## src/rtl/hazard_pkg.sv

```systemverilog
// Shared types and constants for the 3-stage pipeline hazard sequencer.
package hazard_pkg;

    // Sequencer states
    typedef enum logic [1:0] {
        RUN      = 2'd0,
        MEM_WAIT = 2'd1,
        REDIRECT = 2'd2
    } hz_state_e;

    // Next-PC source select encodings
    localparam logic [1:0] PC_PLUS4  = 2'd0;
    localparam logic [1:0] PC_BRANCH = 2'd1;
    localparam logic [1:0] PC_MTVEC  = 2'd2;
    localparam logic [1:0] PC_MEPC   = 2'd3;

    // mcause value the CSR file records when mem_fault accompanies trap_take
    localparam logic [31:0] MCAUSE_LOAD_FAULT = 32'd5;

    // Width of the memory-wait counter; never narrower than one bit
    function automatic int unsigned wait_cnt_width(input int unsigned timeout);
        return (timeout == 0) ? 1 : $clog2(timeout + 1);
    endfunction

endpackage

```

## src/rtl/fwd_unit.sv

```systemverilog
// Forwarding comparators: route the MW result to an EX operand when the MW
// instruction writes a non-zero rd that matches the operand's source register.
module fwd_unit (
    input  logic [4:0] rs1_addr_i,
    input  logic [4:0] rs2_addr_i,
    input  logic [4:0] rd_addr_i,
    input  logic       reg_wr_i,
    output logic       fwd_a_o,
    output logic       fwd_b_o
);

    logic rd_live;

    // x0 is never a forwarding source
    always_comb begin
        rd_live = reg_wr_i && (rd_addr_i != 5'd0);
        fwd_a_o = rd_live && (rd_addr_i == rs1_addr_i);
        fwd_b_o = rd_live && (rd_addr_i == rs2_addr_i);
    end

endmodule

```

## src/rtl/hazard_ctrl.sv

```systemverilog
// Hazard sequencer for the IF -> DE/EX -> MW pipeline: stalls on data-memory
// wait, flushes wrong-path work, selects the next PC, arbitrates interrupts,
// mret and taken branches, and turns a hung memory access into a trap.
// Optional feature macro: HAZARD_PERF_CNT_EN adds stall/flush/trap counters.
module hazard_ctrl
    import hazard_pkg::*;
#(
    parameter int unsigned MEM_TIMEOUT = 16
`ifdef HAZARD_PERF_CNT_EN
    ,
    parameter int unsigned CNT_W       = 32
`endif
) (
    input  logic             clk,
    input  logic             rst,
    input  logic [4:0]       rs1_addr_EX,
    input  logic [4:0]       rs2_addr_EX,
    input  logic [4:0]       rd_addr_MW,
    input  logic             reg_wrMW,
    input  logic             dmem_req_MW,
    input  logic             dmem_ready,
    input  logic             irq_pending,
    input  logic             is_mretMW,
    input  logic             br_taken_EX,
    output logic             fwd_a,
    output logic             fwd_b,
    output logic             stall,
    output logic             flush_IF,
    output logic             flush_EX,
    output logic [1:0]       pc_sel,
    output logic             trap_take,
    output logic             mem_fault,
    output logic             dmem_abort
`ifdef HAZARD_PERF_CNT_EN
    ,
    output logic [CNT_W-1:0] stall_cnt,
    output logic [CNT_W-1:0] flush_cnt,
    output logic [CNT_W-1:0] trap_cnt
`endif
);

    localparam int unsigned     CntW       = wait_cnt_width(MEM_TIMEOUT);
    localparam logic [CntW-1:0] TimeoutVal = CntW'(MEM_TIMEOUT);
    // With the timeout disabled the counter simply rests at zero
    localparam logic [CntW-1:0] CntStart   = (MEM_TIMEOUT == 0) ? '0 : CntW'(1);
    localparam bit              TimeoutEn  = (MEM_TIMEOUT != 0);

    hz_state_e       state_q, state_d;
    logic [CntW-1:0] wait_cnt_q, wait_cnt_d;
    logic            take_rules;
    logic            csr_mask;

    fwd_unit u_fwd_unit (
        .rs1_addr_i (rs1_addr_EX),
        .rs2_addr_i (rs2_addr_EX),
        .rd_addr_i  (rd_addr_MW),
        .reg_wr_i   (reg_wrMW),
        .fwd_a_o    (fwd_a),
        .fwd_b_o    (fwd_b)
    );

    // Next state, wait counter and pipeline control, all held quiet during reset
    always_comb begin
        state_d    = state_q;
        wait_cnt_d = wait_cnt_q;
        stall      = 1'b0;
        flush_IF   = 1'b0;
        flush_EX   = 1'b0;
        pc_sel     = PC_PLUS4;
        trap_take  = 1'b0;
        mem_fault  = 1'b0;
        dmem_abort = 1'b0;
        take_rules = 1'b0;
        csr_mask   = 1'b0;

        if (!rst) begin
            case (state_q)
                MEM_WAIT: begin
                    if (dmem_ready) begin
                        // Access done: resume and arbitrate redirects this same cycle
                        wait_cnt_d = '0;
                        state_d    = RUN;
                        take_rules = 1'b1;
                    end else if (TimeoutEn && (wait_cnt_q == TimeoutVal)) begin
                        dmem_abort = 1'b1;
                        mem_fault  = 1'b1;
                        trap_take  = 1'b1;
                        pc_sel     = PC_MTVEC;
                        flush_IF   = 1'b1;
                        flush_EX   = 1'b1;
                        wait_cnt_d = '0;
                        state_d    = REDIRECT;
                    end else begin
                        stall = 1'b1;
                        if (wait_cnt_q != TimeoutVal) begin
                            wait_cnt_d = wait_cnt_q + CntW'(1);
                        end
                    end
                end
                REDIRECT: begin
                    // mstatus is still settling from the previous redirect
                    csr_mask   = 1'b1;
                    state_d    = RUN;
                    take_rules = 1'b1;
                end
                default: begin
                    take_rules = 1'b1;
                end
            endcase

            if (take_rules) begin
                if (dmem_req_MW && !dmem_ready) begin
                    stall      = 1'b1;
                    state_d    = MEM_WAIT;
                    wait_cnt_d = CntStart;
                end else if (irq_pending && !csr_mask) begin
                    trap_take = 1'b1;
                    pc_sel    = PC_MTVEC;
                    flush_IF  = 1'b1;
                    flush_EX  = 1'b1;
                    state_d   = REDIRECT;
                end else if (is_mretMW && !csr_mask) begin
                    pc_sel   = PC_MEPC;
                    flush_IF = 1'b1;
                    flush_EX = 1'b1;
                    state_d  = REDIRECT;
                end else if (br_taken_EX) begin
                    pc_sel   = PC_BRANCH;
                    flush_IF = 1'b1;
                end
            end
        end
    end

    // State and wait-counter registers
    always_ff @(posedge clk) begin
        if (rst) begin
            state_q    <= RUN;
            wait_cnt_q <= '0;
        end else begin
            state_q    <= state_d;
            wait_cnt_q <= wait_cnt_d;
        end
    end

`ifdef HAZARD_PERF_CNT_EN
    logic [CNT_W-1:0] stall_cnt_q, flush_cnt_q, trap_cnt_q;

    // Free-running event counters; they wrap naturally
    always_ff @(posedge clk) begin
        if (rst) begin
            stall_cnt_q <= '0;
            flush_cnt_q <= '0;
            trap_cnt_q  <= '0;
        end else begin
            stall_cnt_q <= stall_cnt_q + CNT_W'(stall);
            flush_cnt_q <= flush_cnt_q + CNT_W'(flush_IF);
            trap_cnt_q  <= trap_cnt_q + CNT_W'(trap_take);
        end
    end

    assign stall_cnt = stall_cnt_q;
    assign flush_cnt = flush_cnt_q;
    assign trap_cnt  = trap_cnt_q;
`endif

endmodule

```

## config.mk

```make
export PLATFORM = sky130hd
export DESIGN_NAME = hazard_ctrl
export DESIGN_NICKNAME = d
export VERILOG_FILES = /design/src/rtl/hazard_pkg.sv /design/src/rtl/fwd_unit.sv /design/src/rtl/hazard_ctrl.sv
export SDC_FILE = /design/constraint.sdc
export NUM_CORES = 1
export LEC_CHECK = 0
export BUFFER_PORTS_ARGS = -buffer_cell sky130_fd_sc_hd__buf_2
export CORE_MARGIN = 4
export CORE_UTILIZATION = 47
export DETAILED_ROUTE_END_ITERATION = 7
export PLACE_DENSITY = 0.9
export SLEW_MARGIN = 10
export SYNTH_ARGS = -nofsm -noshare
export SYNTH_HDL_FRONTEND = slang
export SYNTH_SLANG_ARGS = --single-unit
```

## constraint.sdc

```tcl
create_clock -name clk -period 4.8 [get_ports clk]
set_input_delay 0.96 -clock clk [delete_from_list [all_inputs] [get_ports clk]]
set_output_delay 0.96 -clock clk [all_outputs]
set_load 0.01 [all_outputs]
```

=== Yosys cells after proc, flatten, opt, wreduce, memory -nomap -nowiden ===
Cells that the tools add are included.

* Register bits after elaboration: 7
* Input port bits: 23
* Logic and storage cells: 70

* Reduce and logical (&&, ||, !) cells: 9
* Equal/unequal tests: 6
* $add $sub $neg: 1
* Muxes and demuxes: 52

{| class="wikitable"
|+ Operators with widths
! cell !! count
|-
| two-way mux 1 bit || 30
|-
| two-way mux 2 bit || 15
|-
| two-way mux 5 bit || 6
|-
| == test 5 bit || 2
|-
| logical AND 1 bit || 6
|-
| adder 5 x 1 -> 5 bit (second input constant) || 1
|-
| == test 5 bit (second input constant) || 1
|-
| != test 5 bit (second input constant) || 1
|-
| nonzero test 5 bit || 1
|-
| one-hot mux 2 bit (2 select lines) || 1
|-
| == test 2 x 1 -> 1 bit (second input constant) || 1
|-
| == test 2 bit (second input constant) || 1
|-
| logical NOT 1 bit || 2
|}

=== Longest topological paths before layout ===
* Word-level depth: 10
* Gate-level depth with buffers: 7
* Depth with buffers taken out: 5

=== Hierarchy ===
Synthesis repeated with hierarchy kept, for this count alone.

* Cell total of the unflattened synthesis: 85
* Area, all modules: 661.9 um^2

{| class="wikitable"
|+ By module, submodules not included
! module !! cells an instance !! instances !! area each (um^2)
|-
| hazard_ctrl || 69 || 1 || 538.0
|-
| fwd_unit || 16 || 1 || 123.9
|}

=== Worst setup path before layout ===
No wires, ideal clock.

* Path type: input port to output port
* From: input port dmem_ready
* To: output port mem_fault
* Slack: 2.057 ns
* Path buffers: 1
* Stages on the path: 4
* Arrival: 1.783 ns
* Cells stage by stage: nand2b_1 > or3_4 > inv_1 > buf_4

* Word-level cells in the longest chain between the ends: 3

{| class="wikitable"
|+ Ends and longest elaborated chain
! what !! RTL line !! source
|-
| start, declared || hazard_ctrl.sv:21 || <nowiki>input logic dmem_ready,</nowiki>
|-
| two-way mux 1 bit (3 in series) || - ||
|-
| end, declared || hazard_ctrl.sv:32 || <nowiki>output logic mem_fault,</nowiki>
|}

Every way passes these cells.

=== Final worst setup path ===
* From: input port rd_addr_MW[1]
* To: output port fwd_b

* Word-level cells in the longest chain between the ends: 3
* Elaborated cells between the ends (all ways): 4
* Those cells by class: eq/ne: 1; reduce/logical: 3

{| class="wikitable"
|+ Ends and longest elaborated chain
! what !! RTL line !! source
|-
| start, declared || hazard_ctrl.sv:18 || <nowiki>input logic [4:0] rd_addr_MW,</nowiki>
|-
| nonzero test 5 bit || fwd_unit.sv:16 || <nowiki>rd_live = reg_wr_i && (rd_addr_i != 5'd0);</nowiki>
|-
| logical AND 1 bit || fwd_unit.sv:16 ||
|-
| logical AND 1 bit (*) || fwd_unit.sv:18 || <nowiki>fwd_b_o = rd_live && (rd_addr_i == rs2_addr_i);</nowiki>
|-
| end, declared || hazard_ctrl.sv:26 || <nowiki>output logic fwd_b,</nowiki>
|}

Mark *: on every way between the ends. The rest lies on a longest branch, timed or not.

==> summary.txt <==
Critical path
  • Reg2Reg Setup Slack: 3.27 ns
  • Setup CP Type: in2out
  • WP data required: approximately 3.8 ns
  • Max Fanout on Critical Path: 3
  • Cell Chain, Critical Path: buf_2, or4_1, o21ai_1, nor4_1, buf_2
  • Most frequent CP cell: buf_2
  • Critical Path Sink: fwd_b
  • Slowest stage delay, CP: 0.51 ns
  • Startpoint types: primary input
  • CP max stage cell: or4_1
  • CP startpoint: rd_addr_MW[1]
  • Crit path DAT: 1.99 ns
  • CP Buf/Inv Count: 2
  • Worst Setup End Kind: output port
  • RR Startpoint: wait_cnt_q[0]$_SDFF_PP0_
  • Worst r2r path cells: 5
  • Delay-heaviest family, CP: simple AND/OR/NAND/NOR gates
  • WP depth: 5
  • R2r endpoint: state_q[1]$_SDFF_PP0_

Logic synthesis
  • Area leader, netlist: dfxtp_1
  • Synthesized area per cell: ~7.8 sq um
  • Mapped Nets: 109
  • Yosys warns: 0
  • Mapped Cells: 82
  • Prevailing post-synth register cell: dfxtp_1
  • Most frequent cell after synthesis: dfxtp_1
  • Synth area leaders: dfxtp_1 (22%), xnor2_1 (8.2%), ha_1 (7.8%)
  • Netlist cell types: 35
  • Post-synthesis cell area: 642 sq um
  • Seq cells post-synth: 7
  • Synth top area share: 21.8%
  • Top cells by count, synth: dfxtp_1 (7), inv_1 (6), xnor2_1 (6)
  • Post-synth EDFFs: 0
  • Synth async-reset ratio: 0%
  • Sequential share of the synthesized area: 21.8%

Layout
  • Final non-filler cell total: 131
  • Register area: ~140 sq um
  • Share of cells above drive strength 1: approximately a third
  • Nets: 144
  • Multi-input combinational cell area: 467 sq um
  • Post-route core utilization: around 64%
  • Area Growth Syn to Fin: 30.2%
  • Filler cells: 110
  • ANT cells: 0

Hold path
  • Hold_sp: wait_cnt_q[2]$_SDFF_PP0_
  • Hold Crit Class: reg2reg

STA
  • Worst-Margin Slew: 0.362 ns
  • RSZ-0062 raised after global routing: false
  • Max Freq: between 0.3 and 0.4 GHz
  • Post-route minimum period: 2.95 ns
  • Slew Viols, Final: 0
  • Fin Clk Skew: 0.00114 ns
  • Max_slew headroom: 75.8%
  • Setup tns final: 0 ns
  • Final worst-path cycle share: 61.5%
  • Final hold viol count: 0
  • Final-report setup violation count: 0

Floorplan
  • Die height: approximately 45 microns
  • Core Area: 1300 sq um
  • Die Area: 2020 sq um
  • I/O Pins: 33
  • Die Width: around 45 microns
  • Rows: 13
  • Initial cell density of the core: 49.3%

Clocking
  • Post-CTS Setup Bufs: 0
  • Resize count post-CTS: 0
  • Clk_lat worst skew: 0.25 ns
  • CTS tree: built
  • Post-CTS Hold Fix Bufs: 0
  • CTS clk-pin slew, worst paths: 0.05 ns
  • Total CTS buffers: 3
  • TritonCTS Sinks: 7
  • H-tree lvl count: 1
  • Longest Clk Path Bufs: 2
  • Clk root buf: clkbuf_4

Power
  • Pleak: between 0.3 and 0.4 nW
  • PwrDens: 198 nW/um^2
  • Peak VDD IR: 0.000167 V

Drt
  • Total Wirelength: 1.49 mm
  • Routed vias: ~710
  • Vias per cell: 5.41
  • DRT antenna net count: 0
  • DRT Pass-1 Iters: 4
  • Initial drt markers: 12
  • Final routed DRC violation total: 0
  • Routed len/inst: 11.3 microns

Run status
  • Outcome: complete, no violations

Global routing
  • Maximum number of pins on one net before global-route repair: 10
  • First-pass GRT wire length: 2.30 mm
  • Initial antenna violation count: 0
  • Total grt overflow: 0
  • Vias in the first global route: about 600
  • All-layer global routing usage: 15.5%

Placement
  • Hpwl dp: around 1.2 mm
  • Number of port buffers: 32
  • Placer congestion estimate: 0.797
  • Placed Instances: 127

Job
  • Max cap viols: 0
cells in the final DEF (no fill, tap or decap):
master	synthesis	final
buf_2	1	32
dfxtp_1	7	7
inv_1	6	6
xnor2_1	6	6
nand3_1	5	5
nand2_1	5	5
nand2b_1	4	4
nor2_1	4	4
xor2_1	4	4
ha_1	4	4
o21ai_0	3	3
o21ai_1	3	3
a21oi_1	3	3
clkbuf_4	0	3
nor2b_1	2	2
nor4_1	2	2
or3_1	2	2
a31oi_1	2	2
nand4b_1	2	2
o21bai_1	1	1
or4_1	1	1
nand4bb_1	1	1
or3_4	1	1
o21ba_2	1	1
nand3b_1	1	1
nor3_1	1	1
or3b_1	1	1
a211o_1	1	1
o22ai_1	1	1
nand4_1	1	1
and2b_2	1	1
mux2i_1	1	1
o31ai_1	1	1
a32oi_1	1	1
a21boi_1	1	1
clkinv_2	0	1
through the flow:
stage	area (sq um)	setup WS [ns]	power [mW]	hold slack, ns
2_1_floorplan	642	2.06	0.0925	0.462
3_3_place_gp	808	1.87	0.112	0.481
3_5_place_dp	808	1.86	0.114	0.494
4_1_cts	836	1.86	0.168	0.503
5_1_grt	836	1.81	0.177	0.525
6_report	836	1.85	0.165	0.511
cells by family (layout without fill, tap and decap cells):
group / after synthesis / count (layout) / share of synthesized area, %
AND/OR/NAND/NOR: 34 / 34 / 32.0
AO/OA/AOI/OAI: 18 / 18 / 17.7
XOR/XNOR: 10 / 10 / 13.6
buffers and inverters: 8 / 42 / 5.46
flip-flops: 7 / 7 / 21.8
adder cells (fa/ha/maj): 4 / 4 / 7.80
multiplexers: 1 / 1 / 1.56
registers in the layout, indices dropped and copies added (netlist names):
register    cells
wait_cnt_q      5
state_q         2
how the worst min path moves through the flow:
stage / cells after the start / to / slack (ns)
after floorplan: 2 / wait_cnt_q[2]$_SDFF_PP0_ / 0.46
after CTS: 2 / wait_cnt_q[2]$_SDFF_PP0_ / 0.50
after global placement: 2 / wait_cnt_q[2]$_SDFF_PP0_ / 0.48
after global routing: 2 / wait_cnt_q[2]$_SDFF_PP0_ / 0.52
after detailed placement: 2 / wait_cnt_q[2]$_SDFF_PP0_ / 0.49
final: 2 / wait_cnt_q[2]$_SDFF_PP0_ / 0.51
report_power, final:
part           internal [mW]  total [mW]  switching [mW]
logic                 0.0246      0.0498          0.0252
clock network         0.0304      0.0530          0.0225
registers             0.0605      0.0625         0.00193
worst register-to-register path: stages (launching register included):
cell and delay (ns):
dfxtp_1 0.34, inv_1 0.08, ha_1 0.15, nand4bb_1 0.30
or3_1 0.40, a31oi_1 0.18
final cells by class:
cell class	count	share of cell area, %
multi-input cells	67	55.8
repair buffers	32	19.2
flip-flops and latches	7	16.8
clock buffers	3	2.69
inverters	6	2.69
well taps	15	2.25
clock inverters	1	0.599
per-layer routing:
layer,vias up,part of all wire (%),track usage [%]
met3,4,6.9,7.57
met2,19,49,26.3
met1,323,42,16.7
li1,363,-,-
met4,0,1.5,5.26
met5,-,0,0
(Power assumes the default switching activity.)
